<file path="config.mk">
export PLATFORM = sky130hd
export DESIGN_NAME = san_cnt_multi_flat
export DESIGN_NICKNAME = d
export VERILOG_FILES = /design/src/rtl/san_cnt_multi_pkg.sv /design/src/rtl/san_cnt_multi_if.sv /design/src/rtl/san_cnt_multi_chan.sv /design/src/rtl/san_cnt_multi.sv /design/src/flat_wrapper.sv
export SDC_FILE = /design/constraint.sdc
export NUM_CORES = 1
export LEC_CHECK = 0
export ABC_AREA = 1
export CAP_MARGIN = 20
export CORE_MARGIN = 1
export CORE_UTILIZATION = 50
export DETAILED_ROUTE_END_ITERATION = 7
export MAX_ROUTING_LAYER = met4
export PLACE_DENSITY_LB_ADDON = 0.25
export RECOVER_POWER = 100
export SYNTH_ARGS = -nofsm -noshare
export SYNTH_HDL_FRONTEND = slang
export SYNTH_SLANG_ARGS = --single-unit
export TNS_END_PERCENT = 50
</file>
<file path="constraint.sdc">
create_clock -name S_AXI_ACLK -period 2 [get_ports S_AXI_ACLK]
set_input_delay 0.2 -clock S_AXI_ACLK [delete_from_list [all_inputs] [get_ports S_AXI_ACLK]]
set_output_delay 0.2 -clock S_AXI_ACLK [all_outputs]
set_load 0.02 [all_outputs]
</file>
<file path="src/rtl/san_cnt_multi_pkg.sv">
// Shared register map, CTRL bit positions, ID word and channel state type for
// the multi-channel down-counter block.
package san_cnt_pkg;

  localparam int unsigned IDX_STATUS   = 32'd0;
  localparam int unsigned IDX_MASK     = 32'd1;
  localparam int unsigned IDX_PRESCALE = 32'd2;
  localparam int unsigned IDX_ID       = 32'd3;
  localparam int unsigned CH_BASE      = 32'd4;
  localparam int unsigned OFF_CTRL     = 32'd0;
  localparam int unsigned OFF_LOAD     = 32'd1;
  localparam int unsigned OFF_COUNT    = 32'd2;

  localparam int unsigned CTRL_EN    = 32'd0;
  localparam int unsigned CTRL_AUTO  = 32'd1;
  localparam int unsigned CTRL_START = 32'd2;

  localparam logic [31:0] ID_VALUE = 32'h5343_0100;

  typedef enum logic [0:0] {
    ST_IDLE = 1'b0,
    ST_RUN  = 1'b1
  } chan_state_t;

  // Word index of register 'off' inside channel 'ch'.
  function automatic int unsigned chan_reg(input int unsigned ch, input int unsigned off);
    return CH_BASE * (ch + 32'd1) + off;
  endfunction

endpackage

</file>
<file path="src/rtl/san_cnt_multi_if.sv">
// Decoded register-access bus between the AXI-Lite slave shell and the
// counter block, plus the interrupt line back to the PS.
interface san_cnt_multi_if #(
  parameter int ADDR_W = 5
);
  logic              slv_reg_wren;
  logic [ADDR_W-1:0] axi_awaddr;
  logic [31:0]       S_AXI_WDATA;
  logic              slv_reg_rden;
  logic [ADDR_W-1:0] axi_araddr;
  logic [31:0]       reg_data_out;
  logic              EXT_IRQ;

  modport master (
    output slv_reg_wren, axi_awaddr, S_AXI_WDATA, slv_reg_rden, axi_araddr,
    input  reg_data_out, EXT_IRQ
  );

  modport slave (
    input  slv_reg_wren, axi_awaddr, S_AXI_WDATA, slv_reg_rden, axi_araddr,
    output reg_data_out, EXT_IRQ
  );
endinterface

</file>
<file path="src/rtl/san_cnt_multi_chan.sv">
// One down-counter channel: IDLE/RUN state, COUNT, LOAD and AUTO mode.
// 'expire' is high in the cycle whose clock edge flags the channel expiry.
module san_cnt_chan
  import san_cnt_pkg::*;
#(
  parameter int CNT_W = 32
) (
  input  logic             clk,
  input  logic             rst,
  input  logic             tick,
  input  logic             ctrl_we,
  input  logic             load_we,
  input  logic [31:0]      wdata,
  output logic             en,
  output logic             auto_mode,
  output logic [CNT_W-1:0] count,
  output logic [CNT_W-1:0] load,
  output logic             expire
);

  localparam logic [CNT_W-1:0] CNT_ZERO = {CNT_W{1'b0}};
  localparam logic [CNT_W-1:0] CNT_ONE  = CNT_W'(1'b1);

  chan_state_t      state_r, state_nx;
  logic [CNT_W-1:0] count_r, count_nx;
  logic [CNT_W-1:0] load_r;
  logic             auto_r, auto_nx;
  logic             pend_r, pend_nx;

  // Channel registers
  always_ff @(posedge clk) begin
    if (rst) begin
      state_r <= ST_IDLE;
      count_r <= CNT_ZERO;
      load_r  <= CNT_ZERO;
      auto_r  <= 1'b0;
      pend_r  <= 1'b0;
    end else begin
      state_r <= state_nx;
      count_r <= count_nx;
      auto_r  <= auto_nx;
      pend_r  <= pend_nx;
      if (load_we) begin
        load_r <= wdata[CNT_W-1:0];
      end
    end
  end

  // Next state; pend_r marks the tick after an auto-reload expiry, which
  // reloads LOAD (or expires again straight away when LOAD is 0)
  always_comb begin
    state_nx = state_r;
    count_nx = count_r;
    auto_nx  = auto_r;
    pend_nx  = pend_r;
    expire   = 1'b0;
    case (state_r)
      ST_RUN: begin
        if (!tick) begin
          count_nx = count_r;
        end else if (pend_r && auto_r) begin
          if (load_r == CNT_ZERO) begin
            expire   = 1'b1;
            count_nx = CNT_ZERO;
          end else begin
            count_nx = load_r;
            pend_nx  = 1'b0;
          end
        end else if (count_r > CNT_ONE) begin
          count_nx = count_r - CNT_ONE;
        end else begin
          expire   = 1'b1;
          count_nx = CNT_ZERO;
          if (auto_r) begin
            pend_nx = 1'b1;
          end else begin
            pend_nx  = 1'b0;
            state_nx = ST_IDLE;
          end
        end
      end
      ST_IDLE: state_nx = ST_IDLE;
      default: state_nx = ST_IDLE;
    endcase
    // A CTRL write overrides EN/START; a plain EN write freezes or resumes COUNT
    if (ctrl_we) begin
      auto_nx  = wdata[CTRL_AUTO];
      state_nx = wdata[CTRL_EN] ? ST_RUN : ST_IDLE;
      if (wdata[CTRL_START]) begin
        count_nx = load_r;
        pend_nx  = 1'b0;
      end else if (!expire) begin
        count_nx = count_r;
        pend_nx  = pend_r;
      end else begin
        count_nx = CNT_ZERO;
      end
    end else begin
      auto_nx = auto_r;
    end
  end

  assign en        = (state_r == ST_RUN);
  assign auto_mode = auto_r;
  assign count     = count_r;
  assign load      = load_r;

endmodule

</file>
<file path="src/rtl/san_cnt_multi.sv">
// N_CH down-counters behind a decoded AXI-Lite register slice with sticky
// expiry flags and a masked, registered interrupt. Macro SAN_CNT_PRESCALE_EN adds a shared tick prescaler.
module san_cnt_multi
  import san_cnt_pkg::*;
#(
  parameter int N_CH   = 4,
  parameter int CNT_W  = 32,
  parameter int ADDR_W = 5
) (
  input  logic          S_AXI_ACLK,
  input  logic          S_AXI_ARESET,
  san_cnt_multi_if.slave bus
);

  logic [N_CH-1:0]  status_r, mask_r, w1c_s;
  logic [N_CH-1:0]  ctrl_we_s, load_we_s, expire_s, en_s, auto_s;
  logic [CNT_W-1:0] count_s [N_CH];
  logic [CNT_W-1:0] load_s  [N_CH];
  logic             wr_status_s, wr_mask_s, tick_s, irq_r;
  logic [31:0]      prescale_rd_s, chan_rd_s, rd_mux_s, rd_data_r;

  assign wr_status_s = bus.slv_reg_wren && (bus.axi_awaddr == ADDR_W'(IDX_STATUS));
  assign wr_mask_s   = bus.slv_reg_wren && (bus.axi_awaddr == ADDR_W'(IDX_MASK));
  assign w1c_s       = wr_status_s ? bus.S_AXI_WDATA[N_CH-1:0] : {N_CH{1'b0}};

  for (genvar c = 0; c < N_CH; c++) begin : g_ch
    assign ctrl_we_s[c] = bus.slv_reg_wren && (bus.axi_awaddr == ADDR_W'(chan_reg(c, OFF_CTRL)));
    assign load_we_s[c] = bus.slv_reg_wren && (bus.axi_awaddr == ADDR_W'(chan_reg(c, OFF_LOAD)));

    san_cnt_chan #(
      .CNT_W(CNT_W)
    ) u_chan (
      .clk      (S_AXI_ACLK),
      .rst      (S_AXI_ARESET),
      .tick     (tick_s),
      .ctrl_we  (ctrl_we_s[c]),
      .load_we  (load_we_s[c]),
      .wdata    (bus.S_AXI_WDATA),
      .en       (en_s[c]),
      .auto_mode(auto_s[c]),
      .count    (count_s[c]),
      .load     (load_s[c]),
      .expire   (expire_s[c])
    );
  end

`ifdef SAN_CNT_PRESCALE_EN
  logic [7:0] prescale_r, pre_cnt_r;
  logic       wr_pre_s;

  assign wr_pre_s      = bus.slv_reg_wren && (bus.axi_awaddr == ADDR_W'(IDX_PRESCALE));
  assign tick_s        = (pre_cnt_r == prescale_r);
  assign prescale_rd_s = {24'h00_0000, prescale_r};

  // Shared prescaler, restarted by every PRESCALE write
  always_ff @(posedge S_AXI_ACLK) begin
    if (S_AXI_ARESET) begin
      prescale_r <= 8'h00;
      pre_cnt_r  <= 8'h00;
    end else if (wr_pre_s) begin
      prescale_r <= bus.S_AXI_WDATA[7:0];
      pre_cnt_r  <= 8'h00;
    end else if (tick_s) begin
      pre_cnt_r <= 8'h00;
    end else begin
      pre_cnt_r <= pre_cnt_r + 8'h01;
    end
  end
`else
  assign tick_s        = 1'b1;
  assign prescale_rd_s = 32'h0000_0000;
`endif

  // Sticky expiry flags (a same-cycle expiry beats the W1C clear), mask and IRQ
  always_ff @(posedge S_AXI_ACLK) begin
    if (S_AXI_ARESET) begin
      status_r <= {N_CH{1'b0}};
      mask_r   <= {N_CH{1'b0}};
      irq_r    <= 1'b0;
    end else begin
      status_r <= (status_r & ~w1c_s) | expire_s;
      irq_r    <= |(status_r & mask_r);
      if (wr_mask_s) begin
        mask_r <= bus.S_AXI_WDATA[N_CH-1:0];
      end
    end
  end

  // Channel register read-back; reserved and unmapped indices contribute 0
  always_comb begin
    chan_rd_s = 32'h0000_0000;
    for (int c = 0; c < N_CH; c++) begin
      chan_rd_s = chan_rd_s
        | ((bus.axi_araddr == ADDR_W'(chan_reg(c, OFF_CTRL)))
             ? {30'h0000_0000, auto_s[c], en_s[c]} : 32'h0000_0000)
        | ((bus.axi_araddr == ADDR_W'(chan_reg(c, OFF_LOAD)))
             ? 32'(load_s[c]) : 32'h0000_0000)
        | ((bus.axi_araddr == ADDR_W'(chan_reg(c, OFF_COUNT)))
             ? 32'(count_s[c]) : 32'h0000_0000);
    end
  end

  // Global register read-back
  always_comb begin
    rd_mux_s = 32'h0000_0000;
    case (bus.axi_araddr)
      ADDR_W'(IDX_STATUS):   rd_mux_s = {{(32-N_CH){1'b0}}, status_r};
      ADDR_W'(IDX_MASK):     rd_mux_s = {{(32-N_CH){1'b0}}, mask_r};
      ADDR_W'(IDX_PRESCALE): rd_mux_s = prescale_rd_s;
      ADDR_W'(IDX_ID):       rd_mux_s = ID_VALUE;
      default:               rd_mux_s = chan_rd_s;
    endcase
  end

  // Read data holds until the next read strobe
  always_ff @(posedge S_AXI_ACLK) begin
    if (S_AXI_ARESET) begin
      rd_data_r <= 32'h0000_0000;
    end else if (bus.slv_reg_rden) begin
      rd_data_r <= rd_mux_s;
    end
  end

  assign bus.reg_data_out = rd_data_r;
  assign bus.EXT_IRQ      = irq_r;

endmodule
</file>
<file path="src/flat_wrapper.sv">
// flat-port wrapper written by rule: the top's interface ports become plain ports
module san_cnt_multi_flat import san_cnt_pkg::*;
#(
  parameter int N_CH   = 4,
  parameter int CNT_W  = 32,
  parameter int ADDR_W = 5
)
  (S_AXI_ACLK, S_AXI_ARESET, bus_slv_reg_wren, bus_axi_awaddr, bus_S_AXI_WDATA, bus_slv_reg_rden, bus_axi_araddr, bus_reg_data_out, bus_EXT_IRQ);
  san_cnt_multi_if #(.ADDR_W(ADDR_W)) bus_i ();
  input  logic S_AXI_ACLK;
  input  logic S_AXI_ARESET;
  input wire logic [$bits(bus_i.slv_reg_wren)-1:0] bus_slv_reg_wren;
  input wire logic [$bits(bus_i.axi_awaddr)-1:0] bus_axi_awaddr;
  input wire logic [$bits(bus_i.S_AXI_WDATA)-1:0] bus_S_AXI_WDATA;
  input wire logic [$bits(bus_i.slv_reg_rden)-1:0] bus_slv_reg_rden;
  input wire logic [$bits(bus_i.axi_araddr)-1:0] bus_axi_araddr;
  output wire logic [$bits(bus_i.reg_data_out)-1:0] bus_reg_data_out;
  output wire logic [$bits(bus_i.EXT_IRQ)-1:0] bus_EXT_IRQ;
  assign bus_i.slv_reg_wren = bus_slv_reg_wren;
  assign bus_i.axi_awaddr = bus_axi_awaddr;
  assign bus_i.S_AXI_WDATA = bus_S_AXI_WDATA;
  assign bus_i.slv_reg_rden = bus_slv_reg_rden;
  assign bus_i.axi_araddr = bus_axi_araddr;
  assign bus_reg_data_out = bus_i.reg_data_out;
  assign bus_EXT_IRQ = bus_i.EXT_IRQ;
  san_cnt_multi #(.N_CH(N_CH), .CNT_W(CNT_W), .ADDR_W(ADDR_W)) u_core (.S_AXI_ACLK(S_AXI_ACLK), .S_AXI_ARESET(S_AXI_ARESET), .bus(bus_i));
endmodule
</file>
==> impl_metrics.env, run 1 <==
export IMPL_core_region_area_sq_um=38600
export IMPL_rr_worst_depth=14
export IMPL_ctsLongestPathBuffers=3
export IMPL_nFillCells=3561
export IMPL_place_area_sq_um=23200
export IMPL_maxCapViolCount=0
export IMPL_cts_buffers_inserted=38
export IMPL_cts_root_buf="clkbuf_16"
export IMPL_cp_cell_sequence="inv_2 > ha_1 > inv_1 > nand2_2 > nand2_2 > nor2_4 > nand3_4 > o21bai_4 > nand3_2 > nand2_4 > nand2_8 > clkbuf_16 > nor2_2 > nor2_1"
export IMPL_clk_pin_slew_ns=0.06
export IMPL_antenna_found_initial=4
export IMPL_max_freq_mhz=487
export IMPL_hpwl_mm=69.4
export IMPL_outcome="finished with violations"
export IMPL_reg2reg_to="u_core.g_ch[0].u_chan.count[5]"
export IMPL_dr_first_iter_drc_count=3204
export IMPL_internal_power_mw=12.4
export IMPL_final_cells=4201
export IMPL_p_total_mw=18.5
export IMPL_htreeDepth=2
export IMPL_critPathLaunch="u_core.g_ch[0].u_chan.count[1]"
export IMPL_die_area_sq_um=40000
export IMPL_portBuffers=78
export IMPL_synth_area_per_cell_sq_um=5.92
export IMPL_critPathBufInv=3
export IMPL_p_per_area_nw_per_um2=723
export IMPL_clkPwrFrac_pct=39.1
export IMPL_peakVddDrop_mv=0.579
export IMPL_grt_pass1_wl_mm=131
export IMPL_worst_slack_ns=-0.0540
export IMPL_drc_errors=0
export IMPL_synthCells=3309
export IMPL_post_route_period_util_pct=103
export IMPL_cts_tree="done"
export IMPL_grt_max_degree=84
export IMPL_grt_overflow_total=0
export IMPL_worst_slew_pin_slew_ns=0.931
export IMPL_setup_viol=22
export IMPL_routed_wl_mm=93.6
export IMPL_cp_arrival_ns=2.51
export IMPL_leakagePower_nw=12.3
export IMPL_slew_violations=0
export IMPL_path_max_fanout=8
export IMPL_combPwrFrac_pct=26.5
export IMPL_hold_class="in -> reg"
export IMPL_drt_first_pass_iters=6
export IMPL_netlist_cell_type_count=40
export IMPL_cp_required_ns=2.45
export IMPL_die_y_um=200
export IMPL_rsz0062_at_grt="true"
export IMPL_skew_ns=0.0240
export IMPL_rr_startpoint="u_core.g_ch[0].u_chan.count[1]"
export IMPL_vias=24900
export IMPL_critPathKind="reg -> reg"
export IMPL_insertion_delay_ns=0.57
export IMPL_holdPathStages=4
export IMPL_drive_gt1_share_pct=18.3
export IMPL_synth_warning_count=0
export IMPL_critPathSlowestCell="dfxtp_1"
export IMPL_cts_sinks=309
export IMPL_crit_family="simple AND/OR/NAND/NOR gates"
export IMPL_startpoint_type="flop"
export IMPL_pin_count=79
export IMPL_max_slew_margin_pct=37.9
export IMPL_p_sw_share_pct=33.0
export IMPL_cts_hold_buf=0
export IMPL_grtUsageTotal_pct=45.7
export IMPL_switching_power_mw=6.10
export IMPL_violations="negative setup slack"
export IMPL_syn_nets=3363
export IMPL_post_route_min_period_ns=2.05
export IMPL_row_count=72
export IMPL_pre_cts_slack_ns=-0.519
export IMPL_power_frac_seq_pct=34.4
export IMPL_crit_path_frequent_cell="nand2_2"
export IMPL_cpPeakStageDelay_ns=0.31
export IMPL_wl_per_cell_um=22.3
export IMPL_final_setup_tns_ns=-0.472
export IMPL_die_w_um=200
export IMPL_area_delta_synth_final_pct=30.8
export IMPL_vias_per_cell=5.92
export IMPL_ant_nets=0
export IMPL_path_depth=14
export IMPL_dp_cells=4092
export IMPL_final_net_count=3710
export IMPL_ys_seq_area_share_pct=31.6
export IMPL_gp_congestion=1.07
export IMPL_r2r_setup_slack_ns=-0.05
export IMPL_ys_seq_elements=309
export IMPL_netlist_area_sq_um=19600
export IMPL_initial_core_util_pct=50.7
export IMPL_cp_endpoint="u_core.g_ch[0].u_chan.count[5]"
export IMPL_grt_pass1_vias=21800
export IMPL_hold_viol_final=0
export IMPL_design_area_sq_um=25600
export IMPL_endpoint_kind="flop"
-- cells by family after synthesis --
family | count (synthesis) | share of synthesized area (%)
fa+ha+maj | 8 | 0.511
xor+xnor | 50 | 2.24
simple gates | 1820 | 38.6
buf+inv | 549 | 11.2
compound gates | 573 | 15.8
flops | 309 | 31.6
-- tightest hold or removal path, stage by stage --
cell and delay [ns]:
buf_2 0.13, inv_6 0.13, nand2_1 0.10, nor2_1 0.03
-- timing repair --
action,CTS,global route
setup endpoints to repair,72,132
resized for setup,14,221
cloned,1,20
setup buffers,2,21
hold endpoints to repair,0,0
pin swaps,4,72
-- metrics by stage --
step | utilization, % | hold slack [ns]
after global routing | 66.2 | 0.0991
after CTS | 63.5 | 0.0542
final | 66.2 | 0.0798
after detailed placement | 60.0 | 0.457
after floorplan | - | 0.393
after global placement | 60.0 | 0.454
-- worst min-delay path by stage --
stage               slack [ns]                   startpoint                               to
floorplan                 0.39          bus_S_AXI_WDATA[24]   u_core.g_ch[1].u_chan.load[24]
global placement          0.45  u_core.bus.reg_data_out[11]      u_core.bus.reg_data_out[11]
detailed placement        0.46   u_core.bus.reg_data_out[5]       u_core.bus.reg_data_out[5]
CTS                       0.05                 S_AXI_ARESET  u_core.g_ch[2].u_chan.count[13]
global route               0.1                 S_AXI_ARESET   u_core.g_ch[2].u_chan.count[9]
finish                    0.08                 S_AXI_ARESET  u_core.g_ch[2].u_chan.count[13]
-- flip-flops by register name (all words and copies together), names as in the netlist --
signal and count:
u_core.g_ch.u_chan.en 4, u_core.g_ch.u_chan.auto_mode 4, u_core.bus.reg_data_out 32, u_core.mask_r 4, u_core.status_r 4, u_core.g_ch.u_chan.count 128, u_core.g_ch.u_chan.pend_r 4, u_core.g_ch.u_chan.load 128
u_core.bus.EXT_IRQ 1
-- power groups by stage --
stage	Clock, mW	Combinational [mW]	Sequential (mW)
floorplan	0	2.62	6.47
detailed placement	0	4.27	6.49
CTS	7.21	4.41	6.36
finish	7.24	4.91	6.37
global placement	0	4.21	6.49
global route	7.44	5.28	6.37
-- area by class of cell --
type | count | area (sq um) | area share [%]
Multi-Input combinational cell | 2453 | 11800 | 46.2
Sequential cell | 309 | 6210 | 24.3
Timing Repair Buffer | 451 | 4110 | 16.1
Inverter | 403 | 1530 | 5.96
Clock buffer | 53 | 1170 | 4.57
Tap cell | 518 | 648 | 2.53
Clock inverter | 9 | 100 | 0.391
Antenna cell | 5 | 12.5 | 0.0489
-- Yosys cell counts (all sizes together) --
| cell | instances | share of area [%] |
|---|---|---|
| ha | 8 | 0.51 |
| o22ai | 122 | 3.9 |
| nor4 | 2 | 0.13 |
| nor3b | 4 | 0.15 |
| nand4 | 75 | 2.5 |
| xor2 | 50 | 2.2 |
| o2111ai | 1 | 0.045 |
| nor3 | 28 | 0.72 |
| nand3b | 1 | 0.038 |
| clkbuf | 87 | 1.7 |
| nor2 | 668 | 13 |
| o21bai | 2 | 0.13 |
| dfxtp | 309 | 32 |
| a221oi | 1 | 0.045 |
| inv | 401 | 7.7 |
| o21ai | 218 | 5.6 |
| a31oi | 1 | 0.032 |
| nand2 | 863 | 17 |
| nand3 | 176 | 4.7 |
| o211ai | 10 | 0.38 |
| a21oi | 213 | 5.4 |
| clkinv | 2 | 0.038 |
| or2 | 3 | 0.096 |
| o221ai | 5 | 0.22 |
| buf | 59 | 1.8 |
-- metal layers --
metal  part of all wire, %  routed length, um  track usage [%]
met4                   7.0               6580             27.3
met5                     0                  0                -
met2                    42              39700             67.1
met1                    37              35100             56.1
met3                    13              12300             12.1
-- cells in the final DEF (no fill, tap or decap), types with 3 or more instances in the layout --
cell type	Yosys	layout
a21oi_1	213	213
buf_12	0	24
buf_4	8	298
buf_6	8	20
buf_8	0	3
clkbuf_1	87	9
clkbuf_16	0	51
clkbuf_2	0	4
clkbuf_4	0	6
clkbuf_8	0	10
clkdlybuf4s50_1	0	43
clkinv_2	0	5
dfxtp_1	309	292
dfxtp_2	0	16
diode_2	0	5
dlygate4sd3_1	0	34
ha_1	8	3
ha_4	0	5
inv_1	370	358
inv_2	31	41
inv_4	0	3
nand2_1	848	803
nand2_2	9	41
nand2_4	6	17
nand2_8	0	3
nand3_1	170	158
nand3_2	4	15
nand3_4	2	3
nand4_1	74	74
nor2_1	639	578
nor2_2	21	61
nor2_4	8	30
nor3_1	28	27
nor3b_1	4	4
o211ai_1	10	10
o21ai_0	197	193
o21ai_1	20	23
o221ai_1	5	5
o22ai_1	122	120
xor2_1	50	50
Note: power is estimated with default switching activity, not from simulation.
==> run 2: changes to the inputs <==
==> constraint.sdc (replaced) <==
create_clock -name S_AXI_ACLK -period 1.8 [get_ports S_AXI_ACLK]
set_input_delay 0.18 -clock S_AXI_ACLK [delete_from_list [all_inputs] [get_ports S_AXI_ACLK]]
set_output_delay 0.18 -clock S_AXI_ACLK [all_outputs]
set_load 0.02 [all_outputs]
==> impl_metrics.env, run 2 (synthesis gave the netlist of run 1 again) <==
export IMPL_hold_class="in -> reg"
export IMPL_crit_family="simple AND/OR/NAND/NOR gates"
export IMPL_portBuffers=78
export IMPL_maxCapViolCount=0
export IMPL_max_freq_mhz=481
export IMPL_core_region_area_sq_um=38600
export IMPL_drive_gt1_share_pct=27.2
export IMPL_grt_overflow_total=0
export IMPL_violations="negative setup slack"
export IMPL_skew_ns=0.0151
export IMPL_layout_common_cells="nand2_1, buf_4, nor2_1"
export IMPL_final_common_cell="nand2_1"
export IMPL_cts_buffers_inserted=39
export IMPL_max_slew_margin_pct=23.5
export IMPL_cpPeakStageDelay_ns=0.33
export IMPL_cp_cell_sequence="nor2_2 > nand2_1 > nor2_1 > buf_4 > nand4_1 > nand3_2 > nand2_4 > clkbuf_16 > nand2_1 > o21ai_0 > nor2_2 > nor2_1"
export IMPL_hpwl_mm=72.7
export IMPL_initial_core_util_pct=50.7
export IMPL_r2r_setup_slack_ns=-0.28
export IMPL_cp_required_ns=2.26
export IMPL_slew_violations=0
export IMPL_p_per_area_nw_per_um2=753
export IMPL_final_setup_tns_ns=-19.80
export IMPL_met3_length_mm=12.8
export IMPL_drt_first_pass_iters=6
export IMPL_vias=26100
export IMPL_drc_errors=0
export IMPL_htreeDepth=2
export IMPL_rsz0062_at_grt="true"
export IMPL_area_delta_synth_final_pct=45.0
export IMPL_die_area_sq_um=40000
export IMPL_die_y_um=200
export IMPL_gp_congestion=1.19
export IMPL_path_max_fanout=5
export IMPL_outcome="finished with violations"
export IMPL_post_route_min_period_ns=2.08
export IMPL_critPathKind="reg -> reg"
export IMPL_route_met2_wl_mm=41.9
export IMPL_dr_first_iter_drc_count=3347
export IMPL_vias_per_cell=5.86
export IMPL_combPwrFrac_pct=29.3
export IMPL_ctsLongestPathBuffers=3
export IMPL_critPathSlowestCell="dfxtp_2"
export IMPL_leakagePower_nw=13.7
export IMPL_switching_power_mw=7.20
export IMPL_worst_slew_pin_slew_ns=1.15
export IMPL_ant_nets=0
export IMPL_p_sw_share_pct=33.7
export IMPL_wl_per_cell_um=22.3
export IMPL_cts_root_buf="clkbuf_16"
export IMPL_m1WireLength_mm=36.1
export IMPL_worst_slack_ns=-0.281
export IMPL_cts_sinks=309
export IMPL_startpoint_type="flop"
export IMPL_top_layer="met4"
export IMPL_pin_count=79
export IMPL_row_count=72
export IMPL_insertion_delay_ns=0.58
export IMPL_cp_arrival_ns=2.54
export IMPL_routed_wl_mm=99.3
export IMPL_die_w_um=200
export IMPL_peakVddDrop_mv=0.665
export IMPL_post_route_period_util_pct=116
export IMPL_internal_power_mw=14.2
export IMPL_grt_pass1_vias=23300
export IMPL_hold_viol_final=0
export IMPL_clk_pin_slew_ns=0.06
export IMPL_cts_tree="done"
export IMPL_hold_worst_slack_ns=0.431
export IMPL_final_net_count=3956
export IMPL_clkPwrFrac_pct=37.7
export IMPL_antenna_found_initial=3
export IMPL_setup_viol=188
export IMPL_grt_pass1_wl_mm=139
export IMPL_grtUsageTotal_pct=48.6
export IMPL_endpoint_kind="flop"
export IMPL_critPathBufInv=2
export IMPL_power_frac_seq_pct=33.0
export IMPL_grt_max_degree=97
==> run 2: tightest hold or removal path, stage by stage <==
cell             delay [ns]
clkdlybuf4s50_1        0.53
o21ai_0                0.20
a21oi_1                0.05
==> run 2: layout make-up <==
type / count / area, sq um
Multi-Input combinational cell: 2452 / 12500
Fill cell: 3183 / 10300
Sequential cell: 309 / 6220
Timing Repair Buffer: 697 / 6210
Inverter: 403 / 1530
Clock buffer: 51 / 1100
Tap cell: 518 / 648
Clock inverter: 16 / 165
Antenna cell: 3 / 7.51
==> run 2: path summary, 6_finish.rpt <==
kind	from	endpoint	depth (start not counted)
worst min-delay path	bus_S_AXI_WDATA[7]	u_core.g_ch[3].u_chan.load[7]	3
worst max register to register	u_core.g_ch[2].u_chan.load[7]	u_core.g_ch[2].u_chan.count[7]	12
worst max-delay path	u_core.g_ch[2].u_chan.load[7]	u_core.g_ch[2].u_chan.count[7]	12
worst min register to register	u_core.bus.reg_data_out[10]	u_core.bus.reg_data_out[10]	2
==> run 2: timing repair <==
| item | in CTS | in global routing |
|---|---|---|
| endpoints found under the hold margin | 8 | 0 |
| hold buffers | 1 | 0 |
| setup buffers | 25 | 27 |
| pin swaps | 66 | 102 |
| cloned | 15 | 13 |
| endpoints found under the setup margin | 142 | 144 |
| gates resized for setup | 180 | 261 |
==> run 2: power groups by stage <==
stage	registers [mW]	logic, mW	clock network (mW)
after floorplan	7.19	2.93	0
after global placement	7.18	5.07	0
after detailed placement	7.19	5.16	0
after CTS	7.04	5.47	8.02
after global routing	7.06	6.71	8.26
final	7.05	6.26	8.07
==> run 2: stage by stage <==
step / instances / power (mW) / instance area (sq um) / utilization [%] / setup slack, ns
6_report: 4449 / 21.4 / 28400 / 73.4 / -0.281
3_3_place_gp: 4301 / 12.3 / 24900 / 64.4 / -0.496
2_1_floorplan: 3309 / 10.1 / 19700 / - / -0.0235
5_1_grt: 4448 / 22.0 / 28400 / 73.4 / -0.311
4_1_cts: 4408 / 20.5 / 27200 / 70.4 / -0.126
3_5_place_dp: 4301 / 12.3 / 24900 / 64.4 / -0.506
==> run 2: per-layer routing <==
| metal | track usage, % | vias to the layer above |
|---|---|---|
| met5 | - | - |
| met1 | 57.4 | 11900 |
| met4 | 33.2 | 0 |
| met3 | 13.3 | 532 |
| li1 | - | 11800 |
| met2 | 71.9 | 1818 |
